[src/rtl/mtr_pkg.sv]
// Shared constants and arithmetic helpers for the motor PWM drive stage.
// The DEADZONE_COMP_EN macro selects dead-zone compensating shaping in shape().
package mtr_pkg;

  localparam logic signed [13:0] MIN_DUTY        = 14'sd980;
  localparam logic signed [13:0] LOW_TORQUE_BAND = 14'sd42;
  localparam logic signed [13:0] GAIN_MULT       = 14'sd6;
  localparam logic signed [11:0] TOO_FAST_THR    = 12'sh600;
  localparam logic [10:0]        DUTY_STOP       = 11'h400;
  localparam logic [11:0]        STEER_MIN       = 12'h200;
  localparam logic [11:0]        STEER_MAX       = 12'hE00;
  localparam logic signed [12:0] STEER_MID       = 13'sd2047;

  function automatic logic signed [11:0] sat12(input logic signed [13:0] v);
    if (v > 14'sd2047)       return 12'sh7FF;
    else if (v < -14'sd2048) return 12'sh800;
    else                     return 12'(v);
  endfunction

  function automatic logic signed [11:0] shape(input logic signed [12:0] trq);
`ifdef DEADZONE_COMP_EN
    logic signed [13:0] t;
    t = 14'(trq);
    // Outside the band the motor needs a minimum duty to overcome stiction;
    // inside it a plain gain keeps the response continuous through zero.
    if (t > LOW_TORQUE_BAND || t < -LOW_TORQUE_BAND)
      return sat12(t[13] ? t - MIN_DUTY : t + MIN_DUTY);
    return sat12(t * GAIN_MULT);
`else
    return sat12(14'(trq));
`endif
  endfunction

  // Offset-binary: 0x800 added to the signed value, then halved to 11 bits.
  function automatic logic [10:0] to_duty(input logic signed [11:0] s);
    logic [11:0] b;
    b = 12'(s) ^ 12'h800;
    return 11'(b >> 1);
  endfunction

endpackage

[src/rtl/mtr_pwm_drv_pwm11.sv]
// One H-bridge side: duty shadow register plus complementary compare with
// dead time against the shared 11-bit period counter.
module pwm11
  import mtr_pkg::*;
#(
  parameter logic [10:0] NONOVERLAP = 11'h020
) (
  input  logic        clk,
  input  logic        rst,
  input  logic        pwr_up,
  input  logic [10:0] cnt,
  input  logic [10:0] duty_pend,
  output logic        pwm1,
  output logic        pwm2
);

  logic [10:0] duty;
  logic [11:0] off_edge;

  // 12-bit sum so a duty near full scale pushes the low-side edge past the
  // end of the period instead of wrapping to the start.
  assign off_edge = {1'b0, duty} + {1'b0, NONOVERLAP};

  always_ff @(posedge clk) begin
    if (rst || !pwr_up) begin
      duty <= DUTY_STOP;
      pwm1 <= 1'b0;
      pwm2 <= 1'b0;
    end else begin
      // NOTE: non-blocking assignments, so the compares below still see the
      // pre-edge duty even on the wrap cycle when the shadow reloads.
      if (cnt == 11'h7FF) duty <= duty_pend;
      pwm1 <= (cnt >= NONOVERLAP) && (cnt < duty);
      pwm2 <= ({1'b0, cnt} >= off_edge);
    end
  end

endmodule

[src/rtl/mtr_pwm_drv.sv]
// Motor drive stage: soft-start scaling, steering mix, shaping, saturation and
// edge-aligned complementary PWM. Define DEADZONE_COMP_EN for dead-zone shaping.
module mtr_pwm_drv
  import mtr_pkg::*;
#(
  parameter logic [10:0] NONOVERLAP = 11'h020
) (
  input  logic               clk,
  input  logic               rst,
  input  logic               vld,
  input  logic signed [11:0] PID_cntrl,
  input  logic [7:0]         ss_tmr,
  input  logic [11:0]        steer_pot,
  input  logic               en_steer,
  input  logic               pwr_up,
  output logic               lft_PWM1,
  output logic               lft_PWM2,
  output logic               rght_PWM1,
  output logic               rght_PWM2,
  output logic               too_fast
);

  logic [10:0]        cnt;
  logic signed [20:0] prod;
  logic signed [11:0] pid_ss;
  logic [11:0]        pot_clip;
  logic signed [12:0] steer_off;
  logic signed [14:0] steer3;
  logic signed [12:0] steer;
  logic               s1_vld;
  logic signed [12:0] lft_trq, rght_trq;
  logic signed [11:0] lft_shp, rght_shp;
  logic signed [11:0] lft_shp_nxt, rght_shp_nxt;

  // NOTE: every variable here is assigned on every path, so no latch is inferred.
  always_comb begin
    prod      = 21'(PID_cntrl) * 21'($signed({1'b0, ss_tmr}));
    pid_ss    = 12'(prod >>> 8);
    pot_clip  = (steer_pot < STEER_MIN) ? STEER_MIN :
                (steer_pot > STEER_MAX) ? STEER_MAX : steer_pot;
    steer_off = $signed({1'b0, pot_clip}) - STEER_MID;
    steer3    = 15'(steer_off) * 15'sd3;
    steer     = en_steer ? 13'(steer3 >>> 4) : 13'sd0;
  end

  assign lft_shp_nxt  = shape(lft_trq);
  assign rght_shp_nxt = shape(rght_trq);

  always_ff @(posedge clk) begin
    if (rst) cnt <= '0;
    else     cnt <= cnt + 11'd1;
  end

  always_ff @(posedge clk) begin
    if (rst || !pwr_up) begin
      s1_vld   <= 1'b0;
      lft_trq  <= '0;
      rght_trq <= '0;
      lft_shp  <= '0;
      rght_shp <= '0;
      too_fast <= 1'b0;
    end else begin
      s1_vld <= vld;
      if (vld) begin
        lft_trq  <= 13'(pid_ss) + steer;
        rght_trq <= 13'(pid_ss) - steer;
      end
      if (s1_vld) begin
        lft_shp  <= lft_shp_nxt;
        rght_shp <= rght_shp_nxt;
        too_fast <= (lft_shp_nxt > TOO_FAST_THR) || (rght_shp_nxt > TOO_FAST_THR);
      end
    end
  end

  pwm11 #(.NONOVERLAP(NONOVERLAP)) u_lft (
    .clk       (clk),
    .rst       (rst),
    .pwr_up    (pwr_up),
    .cnt       (cnt),
    .duty_pend (to_duty(lft_shp)),
    .pwm1      (lft_PWM1),
    .pwm2      (lft_PWM2)
  );

  pwm11 #(.NONOVERLAP(NONOVERLAP)) u_rght (
    .clk       (clk),
    .rst       (rst),
    .pwr_up    (pwr_up),
    .cnt       (cnt),
    .duty_pend (to_duty(rght_shp)),
    .pwm1      (rght_PWM1),
    .pwm2      (rght_PWM2)
  );

endmodule
[config.mk]
export PLATFORM = sky130hd
export DESIGN_NAME = mtr_pwm_drv
export DESIGN_NICKNAME = d
export VERILOG_FILES = /design/src/rtl/mtr_pkg.sv /design/src/rtl/mtr_pwm_drv_pwm11.sv /design/src/rtl/mtr_pwm_drv.sv
export SDC_FILE = /design/constraint.sdc
export NUM_CORES = 1
export LEC_CHECK = 0
export BUFFER_PORTS_ARGS = -buffer_cell sky130_fd_sc_hd__clkbuf_2
export CAP_MARGIN = 40
export CORE_MARGIN = 5
export CORE_UTILIZATION = 35
export DETAILED_ROUTE_END_ITERATION = 8
export GPL_ROUTABILITY_DRIVEN = 0
export PLACE_DENSITY = 0.53
export SLEW_MARGIN = 15
export SYNTH_ARGS = -nofsm -noshare
export SYNTH_HDL_FRONTEND = slang
export SYNTH_SLANG_ARGS = --single-unit
export TNS_END_PERCENT = 1
[constraint.sdc]
create_clock -name clk -period 11.3 [get_ports clk]
set_clock_uncertainty 0.15 [all_clocks]
set_input_delay 1.13 -clock clk [delete_from_list [all_inputs] [get_ports clk]]
set_output_delay 1.13 -clock clk [all_outputs]
set_load 0.005 [all_outputs]
==> run summary, run 1 <==
Maximum clock insertion buffer count -> 2
FF+latch count, synth -> 86
GRT Total Usage -> 0.138
Synth cell types -> 65
Most frequent cells after synthesis -> 154 x inv_1, 126 x nand2_1, 120 x ha_1
Simple-gate share of the synthesized area -> 0.186
Share of the synthesized area in the top cell type -> 0.187
Worst hold margin -> 299 ps
Final Slew Violations -> 0
Syn_nets -> 1358
Layout fillers -> 2733
Period utilisation layout -> 0.627
Mapped Cells -> 1124
Outcome -> completed
Crit path launch type -> input pin
Xor/xnor share of the synthesized area -> 0.0561
Worst-Margin Slew -> 797 ps
Routed wire length -> 19400 um
Area growth syn-to-layout -> 8.68%
DRC viols -> 0
Vias in the first global route -> 7168
Dpl hpwl -> 15800 um
Final Setup Violations -> 0
Count leader, synth -> inv_1
Pin count of the biggest net entering global routing -> 46
Initial Utilization -> 0.355
Critical Path RT -> 11350 ps
Met2 Track Usage GR -> 0.239
Met3 usage -> 0.0190
DP Cell Count -> 1462
Post-route ant nets -> 0
Gr ovfl total -> 0
DIE WIDTH -> 172 um
Resized cells post-CTS -> 0
Cell Area, Synth -> 0.00921 sq mm
Post-synth EDFFs -> 0
Post-synthesis sequential area ratio -> 0.187
Total Power -> 0.00283 W
Num CTS Buffers -> 9
RSZ-0062 raised after global routing -> false
Adder and majority gate portion of the synthesized area -> 0.330
Post-CTS Hold Fix Bufs -> 0
CTS tree -> yes
Initial antenna violation count -> 0
Final critical-path required period -> 7090 ps
Setup_tns -> 0 ps
Main area contributors after synthesis -> dfxtp_1 19%, fa_1 17%, ha_1 16%
Synth warnings -> 0
Buffers added on ports -> 41
Final setup margin -> 4210 ps
Cell row count -> 59
CTS H-Tree Depth -> 3
Vias/cell -> 4.88
Via count -> 7208
Dpl ws -> 3860 ps
Synth Area in Compound Gates -> 0.150
Mapped Avg Cell Area -> 8.20 sq um
Finished Layout Cells -> 1478
1st-iter DRT viols -> 302
I/O pins -> 42
Worst Setup End Kind -> flip-flop
Grt peak-use layer -> met2
CP Data Arrival Time -> 7130 ps
Antenna cells -> 0
Post-CTS setup buffers -> 0
Max-Cap Viols -> 0
Die ar. -> 0.0297 sq mm
PwrDens -> 282 mW/mm^2
Nets -> 1372
Core area -> 0.0260 sq mm
Largest family of logic cells by synthesized area -> adder cells
Number of hold violations in the final report -> 0
Layout cell share with drive strength beyond 1 -> 0.0656
First-pass GRT wire length -> 34300 um
Met1 Track Usage GR -> 0.190
Critical path class -> in -> reg
Clk sinks -> 86
Routed wire length per instance -> 13.1 um
Most common flop cell mapped by yosys -> dfxtp_1
Top cell type by total area after synthesis -> dfxtp_1
Fraction of registers with async set/reset -> 0
Max Freq -> 141 MHz
Clock latency at the later pin of the worst-skew pair -> 340 ps
First-pass DRT Iterations -> 4
Mux cell area share after synthesis -> 0.0109
Rel. slew slack -> 0.469
Largest fanout on the critical path -> 12
Leakage power -> 4.60 nW
Clock Tree Root -> clkbuf_16
Die Ht -> 172 um
Clk slew on worst S/H paths -> 60 ps
Hold Path Class -> reg -> reg
Worst IR drop on VDD -> 0.000197 V
[cells by family (layout without fill, tap and decap cells)]
group | count (synthesis) | count (layout)
buffers and inverters | 195 | 214
DFF | 86 | 86
and+or+nand+nor | 358 | 358
xor gates and xnor gates | 59 | 59
AOI/OAI and AO/OA | 219 | 219
adders and majority gates | 197 | 197
muxes | 10 | 10
[layer usage]
metal | wire length, um | part of all wire
met4 | 35 | 0.0018
met5 | 0 | 0
met3 | 467 | 0.024
met1 | 9430 | 0.49
met2 | 9420 | 0.49
[worst paths after layout]
check                                 endpoint     startpoint  cells past startpoint  slack (ps)
worst min-delay path             u_lft.duty[1]  u_lft.duty[1]                      2         300
worst min register to register   u_lft.duty[1]  u_lft.duty[1]                      2         300
worst max-delay path               lft_trq[11]      ss_tmr[2]                     23        4210
worst max register to register  u_rght.duty[4]         cnt[5]                      7        8750
[flip-flops by register name, summed over array words and instances (netlist names)]
name,count
u_rght.pwm1,1
cnt,11
u_rght.duty,11
u_rght.pwm2,1
u_lft.duty,11
rght_trq,13
lft_shp,11
lft_trq,12
too_fast,1
u_lft.pwm1,1
s1_vld,1
u_lft.pwm2,1
rght_shp,11
[through the flow]
step | instance area [sq um] | utilization
6_report | 10000 | 0.385
5_1_grt | 10000 | 0.385
4_1_cts | 10000 | 0.385
3_5_place_dp | 9710 | 0.374
3_3_place_gp | 9700 | 0.373
2_1_floorplan | 9210 | -
[layout make-up]
type | instances | area, sq um | area share
Inverter | 154 | 578 | 0.0577
Timing Repair Buffer | 44 | 235 | 0.0235
Sequential cell | 86 | 1720 | 0.172
Clock buffer | 10 | 239 | 0.0239
Clock inverter | 6 | 61.3 | 0.00612
Tap cell | 335 | 419 | 0.0419
Multi-Input combinational cell | 843 | 6760 | 0.675
[where the power goes]
group / leakage (nW) / switching, W / internal [W]
logic: 3.76 / 0.00126 / 0.000898
clock network: 0.148 / 0.000121 / 0.000176
registers: 0.697 / 0.0000322 / 0.000336
total: 4.60 / 0.00142 / 0.00141
[cells in the final DEF, fill, tap and decap left out, types with 5 or more instances in the layout]
cell type  count
inv_1        154
nand3_1       30
mux2i_1       10
o31ai_1        6
nor2_1        70
and2_1        59
o21a_1         7
a211oi_1      14
o31a_1         5
nor3_1        17
nand2b_1      11
a21oi_1       64
xnor2_1       39
a31oi_1       16
xor2_1        20
nor4_1         8
clkbuf_16      9
a21o_1         8
clkbuf_2      41
o21ai_0       60
o211ai_1       6
dfxtp_1       86
ha_1         120
fa_1          77
and3_1         6
nand2_1      126
nor2b_1        6
or3_1          9
[critical path, cell delays in order]
cell and delay (ps):
clkbuf_2 240, nand2_1 120, fa_1 540, inv_1 50
fa_1 510, inv_1 50, fa_1 470, inv_1 50
fa_1 470, ha_1 220, o41ai_2 650, o22ai_1 290
o41ai_1 470, o21bai_1 140, xor2_1 190, ha_1 380
inv_1 70, a21oi_1 190, nor3_1 70, a221oi_1 430
o31ai_1 130, xor2_1 170, a21oi_1 80
Note: power is estimated with default switching activity, not from simulation.
==> inputs of run 2 (changes only) <==
Settings changed: ABC_AREA set to 1, PLACE_DENSITY 0.53 to 0.55.
Clock period 11.3 ns to 6.1 ns, I/O delays scaled along.
==> run 2 against run 1 <==
  * Non-clock buffer count grew 14
  * Sequential cell count unchanged
  * Clock-buffer cell count rose by 1
  * First-iteration DRC count rose by 25%
==> run summary, run 2 <==
Hold_sp -> rght_shp[11] (was u_lft.duty[1])
Pin count of the biggest net entering global routing -> 46 (unchanged)
Critical Path RT -> 6190 ps (was 11350 ps)
Critical path class -> in -> reg (unchanged)
GRT Total Usage -> 0.144 (was 0.138)
Num CTS Buffers -> 9 (unchanged)
Routed wire length per instance -> 12.0 um (was 13.1 um)
Syn_nets -> 1716 (was 1358)
Area growth syn-to-layout -> 9.22% (was 8.68%)
Hold Path Class -> reg -> reg (unchanged)
FF+latch count, synth -> 86 (unchanged)
Commonest non-fill, non-tap cell in the layout -> inv_1 (unchanged)
Post-route ant nets -> 0 (unchanged)
Nets -> 1739 (was 1372)
Max-Cap Viols -> 0 (unchanged)
Sw Ratio -> 0.550 (was 0.501)
Cell Area, Synth -> 0.0102 sq mm (was 0.00921 sq mm)
Synth warnings -> 0 (unchanged)
Clock latency at the later pin of the worst-skew pair -> 340 ps (about the same)
Core area -> 0.0287 sq mm (was 0.0260 sq mm)
Psw -> 0.00338 W (was 0.00142 W)
Top cell type by total area after synthesis -> dfxtp_1 (unchanged)
Count leader, synth -> inv_1 (unchanged)
Total Power -> 0.00616 W (was 0.00283 W)
Clock Tree Root -> clkbuf_16 (unchanged)
Clock power frac -> 0.092 (was 0.105)
Max Freq -> 175 MHz
Share of the synthesized area in the top cell type -> 0.169 (was 0.187)
Crit path launch type -> input pin (unchanged)
R2R setup slack -> 3580 ps (was 8750 ps)
Gr ovfl total -> 0 (unchanged)
Critical-path top delay cell -> fa_1 (was o41ai_2)
Critical Path Max Stage Delay -> 570 ps (was 650 ps)
CTS tree -> yes (unchanged)
Seq pwr share -> 0.109 (was 0.130)
CP most frequent cell -> nand2_1
Vias in the first global route -> 8815 (was 7168)
Mapped Avg Cell Area -> 6.86 sq um (was 8.20 sq um)
Cell row count -> 62 (was 59)
Reg-to-reg endpoint -> u_rght.duty[2] (was u_rght.duty[4])
CP Data Arrival Time -> 5810 ps (was 7130 ps)
Worst setup path endpoint -> lft_trq[9] (was lft_trq[11])
First-pass DRT Iterations -> 5 (was 4)
Buffers added on ports -> 41 (unchanged)
Antenna cells -> 0 (unchanged)
Setup_tns -> 0 ps (unchanged)
R2R depth -> 10 (was 7)
Comb pwr share -> 0.799 (was 0.765)
Dpl hpwl -> 18900 um (was 15800 um)
DP Cell Count -> 1878 (was 1462)
Largest fanout on the critical path -> 12 (unchanged)
Layout cell share with drive strength beyond 1 -> 0.0735 (was 0.0656)
Die Ht -> 180 um (was 172 um)
Main area contributors after synthesis -> dfxtp_1 17%, fa_1 15%, ha_1 15% (was dfxtp_1 19%, fa_1 17%, ha_1 16%)
First-pass GRT wire length -> 40400 um (was 34300 um)
Final Slew Violations -> 0 (unchanged)
Initial Utilization -> 0.354 (was 0.355)
Int Power -> 0.00277 W (was 0.00141 W)
Final critical-path required period -> 5720 ps
Number of hold violations in the final report -> 0 (unchanged)
DIE WIDTH -> 180 um (was 172 um)
1st-iter DRT viols -> 378 (was 302)
Largest Register -> rght_trq (unchanged)
Initial antenna violation count -> 0 (unchanged)
Post-synthesis sequential area ratio -> 0.169 (was 0.187)
Layout fillers -> 3122 (was 2733)
Via count -> 8853 (was 7208)
CTS H-Tree Depth -> 3 (unchanged)
Most frequent cells in the layout -> 328 x inv_1, 290 x nand2_1, 117 x ha_1 (was 154 x inv_1, 126 x nand2_1, 120 x ha_1)
Maximum clock insertion buffer count -> 2 (unchanged)
Clk slew on worst S/H paths -> 60 ps (about the same)
Vias/cell -> 4.67 (was 4.88)
Most common flop cell mapped by yosys -> dfxtp_1 (unchanged)
Synth cell types -> 38 (was 65)
Flip-flop and latch area -> 0.00172 sq mm (unchanged)
Worst IR drop on VDD -> 0.000357 V (was 0.000197 V)
Routed wire length -> 22600 um (was 19400 um)
Post-synth EDFFs -> 0 (unchanged)
Die ar. -> 0.0325 sq mm (was 0.0297 sq mm)
Outcome -> completed (unchanged)
Worst Setup End Kind -> flip-flop (unchanged)
Period utilisation layout -> 0.938
I/O pins -> 42 (unchanged)
Setup crit start -> ss_tmr[5] (was ss_tmr[2])
Worst-Margin Slew -> 743 ps (was 797 ps)
Clk sinks -> 86 (unchanged)
Finished Layout Cells -> 1894 (was 1478)
Worst hold margin -> 295 ps (was 299 ps)
Fraction of registers with async set/reset -> 0 (unchanged)
Worst reg2reg startpoint -> cnt[1] (was cnt[5])
Final Setup Violations -> 0 (unchanged)
Multi-input gate area -> 0.00701 sq mm (was 0.00676 sq mm)
Largest regs -> rght_trq x13, lft_trq x12 (unchanged)
Mapped Cells -> 1482 (was 1124)
Max reg flops -> 13 (unchanged)
DRC viols -> 0 (unchanged)
PwrDens -> 555 mW/mm^2 (was 282 mW/mm^2)
Leakage power -> 6.12 nW (was 4.60 nW)
Rel. slew slack -> 0.504 (was 0.469)
Most frequent cells after synthesis -> 329 x inv_1, 292 x nand2_1, 120 x ha_1 (was 154 x inv_1, 126 x nand2_1, 120 x ha_1)
[run 2: changes by cell type in the layout (fill, tap and decap cells not counted), moves of 25 or more]
cell / change
nor2_1: +46
and2_1: -59
inv_1: +174
xnor2_1: -27
nand3_1: +25
a21oi_1: +51
nand2_1: +164
[run 2: cell type report]
type                            instances  share of cell area
Inverter                              333               0.113
Clock buffer                           11              0.0228
Sequential cell                        86               0.155
Timing Repair Buffer                   58              0.0302
Tap cell                              384              0.0433
Clock inverter                          5             0.00507
Multi-Input combinational cell       1017               0.631
[run 2: layer usage]
| metal | vias to the layer above | part of all wire | wire length (um) | track usage |
|---|---|---|---|---|
| met2 | 96 | 0.48 | 11000 | 0.261 |
| met1 | 4067 | 0.48 | 10900 | 0.187 |
| met4 | 0 | 0.014 | 310 | 0.0306 |
| li1 | 4667 | - | - | - |
| met5 | - | 0 | 0 | 0 |
| met3 | 23 | 0.021 | 467 | 0.0123 |
[run 2: logic make-up (layout without fill, tap and decap cells)]
| kind of cell | count (synthesis) | in the layout | share of synthesized area |
|---|---|---|---|
| adders and majority gates | 197 | 197 | 0.299 |
| DFF | 86 | 86 | 0.169 |
| buffers and inverters | 379 | 407 | 0.144 |
| and+or+nand+nor | 524 | 524 | 0.218 |
| AOI/OAI and AO/OA | 263 | 263 | 0.141 |
| xor gates and xnor gates | 33 | 33 | 0.0284 |
[run 2: power by group through the flow]
stage | combinational, W | clock, W | sequential, W
after floorplan | 0.00359 | 0 | 0.000668
after global placement | 0.00484 | 0 | 0.000680
after detailed placement | 0.00486 | 0 | 0.000682
after CTS | 0.00488 | 0.000580 | 0.000669
after global routing | 0.00566 | 0.000603 | 0.000677
final | 0.00492 | 0.000566 | 0.000669
[run 2: worst min path at each step]
stage / to / slack [ps] / cells past startpoint
floorplan: u_lft.duty[10] / 260 / 1
global placement: u_rght.duty[10] / 270 / 1
detailed placement: u_rght.duty[10] / 280 / 1
CTS: u_rght.duty[10] / 290 / 1
global route: u_rght.duty[10] / 310 / 1
finish: u_rght.duty[10] / 300 / 1
[run 2: critical path, delay by kind of cell]
kind	cells	cell delay (ps)
AOI/OAI and AO/OA	2	430
buffers and inverters	6	510
adders and majority gates	6	2780
and+or+nand+nor	14	1440
[run 2: what timing repair did]
action	4_1_cts	5_1_grt
gates resized for setup	0	11
hold buffers	0	0
setup endpoints to repair	0	11
buffers inserted	0	0
[run 2: per-stage QoR]
stage | util | instance area [sq um] | worst slack [ps]
global placement | 0.375 | 10800 | -83.3
global route | 0.387 | 11100 | -28.4
CTS | 0.386 | 11100 | 217
floorplan | - | 10200 | 447
detailed placement | 0.375 | 10800 | -114
finish | 0.387 | 11100 | 381
==> inputs of run 3 (changes only) <==
Settings changed: PLACE_DENSITY 0.55 to 0.51.
==> run 3 against run 2 <==
  * Worst setup slack improved by 34 ps
  * Fmax up 0.61%
  * First-iteration DRC count down 3.4%
  * Global-route usage rose by 0.24 points
  * Utilization about the same
  * Wire length up 2.7%
  * Highest routed layer unchanged
  * Combinational power is essentially flat
  * Die area stayed put
  * Via count shrank 0.21%
==> run summary, run 3 (synthesis gave the netlist of run 2 again) <==
Outcome -> completed (unchanged)
Clock latency at the later pin of the worst-skew pair -> 340 ps (about the same)
GRT Total Usage -> 0.146 (was 0.144)
Worst reg2reg startpoint -> cnt[1] (unchanged)
Buffers added on ports -> 41 (unchanged)
Final setup margin -> 416 ps (was 381 ps)
Routed wire length per instance -> 12.3 um (was 12.0 um)
Critical-path top delay cell -> fa_1 (unchanged)
Worst IR drop on VDD -> 0.000335 V (was 0.000357 V)
Post-route ant nets -> 0 (unchanged)
Clk slew on worst S/H paths -> 60 ps (about the same)
R2R setup slack -> 3550 ps (was 3580 ps)
DP Cell Count -> 1882 (was 1878)
Sw Ratio -> 0.549 (was 0.550)
Num CTS Buffers -> 9 (unchanged)
Via count -> 8834 (was 8853)
Total Power -> 0.00615 W (was 0.00616 W)
CTS tree -> yes (unchanged)
Layout cell share with drive strength beyond 1 -> 0.0727 (was 0.0735)
Routed wire length -> 23300 um (was 22600 um)
Comb pwr share -> 0.804 (was 0.799)
Max reg flops -> 13 (unchanged)
First-pass DRT Iterations -> 4 (was 5)
Util after Layout -> 0.387 (about the same)
DIE WIDTH -> 180 um (unchanged)
Max-Cap Viols -> 0 (unchanged)
Period utilisation layout -> 0.932 (was 0.938)
DRC viols -> 0 (unchanged)
Hold Crit Endpoint -> u_rght.duty[10] (unchanged)
Gr ovfl total -> 0 (unchanged)
RSZ-0062 raised after global routing -> true
Final critical-path required period -> 5680 ps (was 5720 ps)
Number of hold violations in the final report -> 0 (unchanged)
Met1 Track Usage GR -> 0.189 (was 0.187)
Clk sinks -> 86 (unchanged)
Clock power frac -> 0.087 (was 0.092)
Vias in the first global route -> 8737 (was 8815)
Hold_sp -> rght_shp[11] (unchanged)
Psw -> 0.00338 W (about the same)
Antenna cells -> 0 (unchanged)
Worst Setup End Kind -> flip-flop (unchanged)
Reg-to-reg endpoint -> u_lft.duty[9] (was u_rght.duty[2])
Critical Path RT -> 6190 ps (about the same)
CP Data Arrival Time -> 5770 ps (was 5810 ps)
Finished Layout Cells -> 1898 (was 1894)
R2R depth -> 10 (unchanged)
Largest regs -> rght_trq x13, lft_trq x12 (unchanged)
CP most frequent cell -> inv_1 (was nand2_1)
CTS H-Tree Depth -> 3 (unchanged)
Maximum clock insertion buffer count -> 2 (unchanged)
Grt peak-use layer -> met2 (unchanged)
Layout fillers -> 3199 (was 3122)
Critical Path Max Stage Delay -> 590 ps (was 570 ps)
DP Area -> 0.0108 sq mm (about the same)
Fin area -> 0.0111 sq mm (about the same)
Commonest non-fill, non-tap cell in the layout -> inv_1 (unchanged)
Met2 Track Usage GR -> 0.268 (was 0.261)
Dpl ws -> -147 ps (was -114 ps)
Rel. slew slack -> 0.483 (was 0.504)
Post-CTS setup buffers -> 0 (unchanged)
Die Ht -> 180 um (unchanged)
Dpl hpwl -> 19400 um (was 18900 um)
Nets -> 1743 (was 1739)
I/O pins -> 42 (unchanged)
Seq pwr share -> 0.109 (about the same)
Die ar. -> 0.0325 sq mm (unchanged)
Critical path class -> in -> reg (unchanged)
Core area -> 0.0287 sq mm (unchanged)
Int Power -> 0.00277 W (about the same)
Worst-Margin Slew -> 775 ps (was 743 ps)
Vias/cell -> 4.65 (was 4.67)
Clock Tree Root -> clkbuf_16 (unchanged)
Final Setup Violations -> 0 (unchanged)
Most frequent cells in the layout -> 329 x inv_1, 291 x nand2_1, 118 x ha_1 (was 328 x inv_1, 290 x nand2_1, 117 x ha_1)
Max Freq -> 176 MHz (was 175 MHz)
Met3 usage -> 0.0125 (was 0.0123)
Largest fanout on the critical path -> 9 (was 12)
First-pass GRT wire length -> 40800 um (was 40400 um)
Initial Utilization -> 0.354 (unchanged)
Area growth syn-to-layout -> 9.27% (was 9.22%)
Hold Path Class -> reg -> reg (unchanged)
Cell row count -> 62 (unchanged)
Hold Path Stages -> 1 (unchanged)
Leakage power -> 6.13 nW (was 6.12 nW)
Final Slew Violations -> 0 (unchanged)
Crit path launch type -> input pin (unchanged)
Pin count of the biggest net entering global routing -> 46 (unchanged)
1st-iter DRT viols -> 365 (was 378)
PwrDens -> 554 mW/mm^2 (was 555 mW/mm^2)
Initial antenna violation count -> 0 (unchanged)
CP cell instances -> clkbuf_2, nand2_1, fa_1, inv_1, fa_1, inv_1, fa_1, inv_1, fa_1, ha_1, a21oi_2, o21ai_0, a21oi_1, nand2_1, xor2_2, ha_1, inv_1, o21ai_1, nand3_1, nand4_1, nand3_1, nand2_1, inv_1
Largest Register -> rght_trq (unchanged)
run 3: cell count changes in the layout (fill, tap and decap cells not counted), moves of 2 or more:
| cell | change |
|---|---|
| clkbuf_8 | -2 |
| buf_4 | +4 |
| o21ai_1 | +2 |
| clkbuf_1 | +3 |
run 3: worst max-delay path: cells and delay by family:
kind	cells	cell delay [ps]
adders and majority gates	6	2850
AOI/OAI and AO/OA	4	730
xor gates and xnor gates	1	200
buffers and inverters	6	660
and+or+nand+nor	6	730
run 3: repair_timing:
item                       4_1_cts  5_1_grt
hold buffers                     0        0
setup endpoints to repair        0       12
gates resized for setup          0        9
run 3: layer usage:
metal | vias up | wire length (um)
met5 | - | 0
met2 | 112 | 11600
li1 | 4687 | -
met1 | 4019 | 10900
met4 | 0 | 273
met3 | 16 | 511
run 3: final cells by class:
cell class | count | area, sq um | area share
Clock inverter | 4 | 47.5 | 0.00428
Timing Repair Buffer | 62 | 363 | 0.0327
Sequential cell | 86 | 1720 | 0.155
Multi-Input combinational cell | 1017 | 7010 | 0.631
Inverter | 333 | 1250 | 0.113
Tap cell | 384 | 480 | 0.0433
Clock buffer | 12 | 236 | 0.0213
run 3: worst max path at each step:
stage / cells past startpoint / start / to
after floorplan: 25 / ss_tmr[0] / lft_trq[11]
final: 23 / ss_tmr[1] / rght_trq[12]
after CTS: 23 / ss_tmr[3] / rght_trq[12]
after global placement: 23 / ss_tmr[3] / lft_trq[11]
after global routing: 23 / ss_tmr[1] / rght_trq[12]
after detailed placement: 23 / ss_tmr[3] / rght_trq[12]
run 3: stage by stage:
stage                     hold WS [ps]  TNS (ps)
after floorplan                    257         0
after global placement             274      -506
after detailed placement           280      -513
after CTS                          293         0
after global routing               317     -26.6
final                              286         0
run 3: power by group through the flow:
stage / logic [W] / registers (W) / clock network [W]
2_1_floorplan: 0.00359 / 0.000668 / 0
3_3_place_gp: 0.00493 / 0.000681 / 0
3_5_place_dp: 0.00491 / 0.000682 / 0
4_1_cts: 0.00494 / 0.000669 / 0.000556
5_1_grt: 0.00573 / 0.000678 / 0.000578
6_report: 0.00495 / 0.000669 / 0.000535
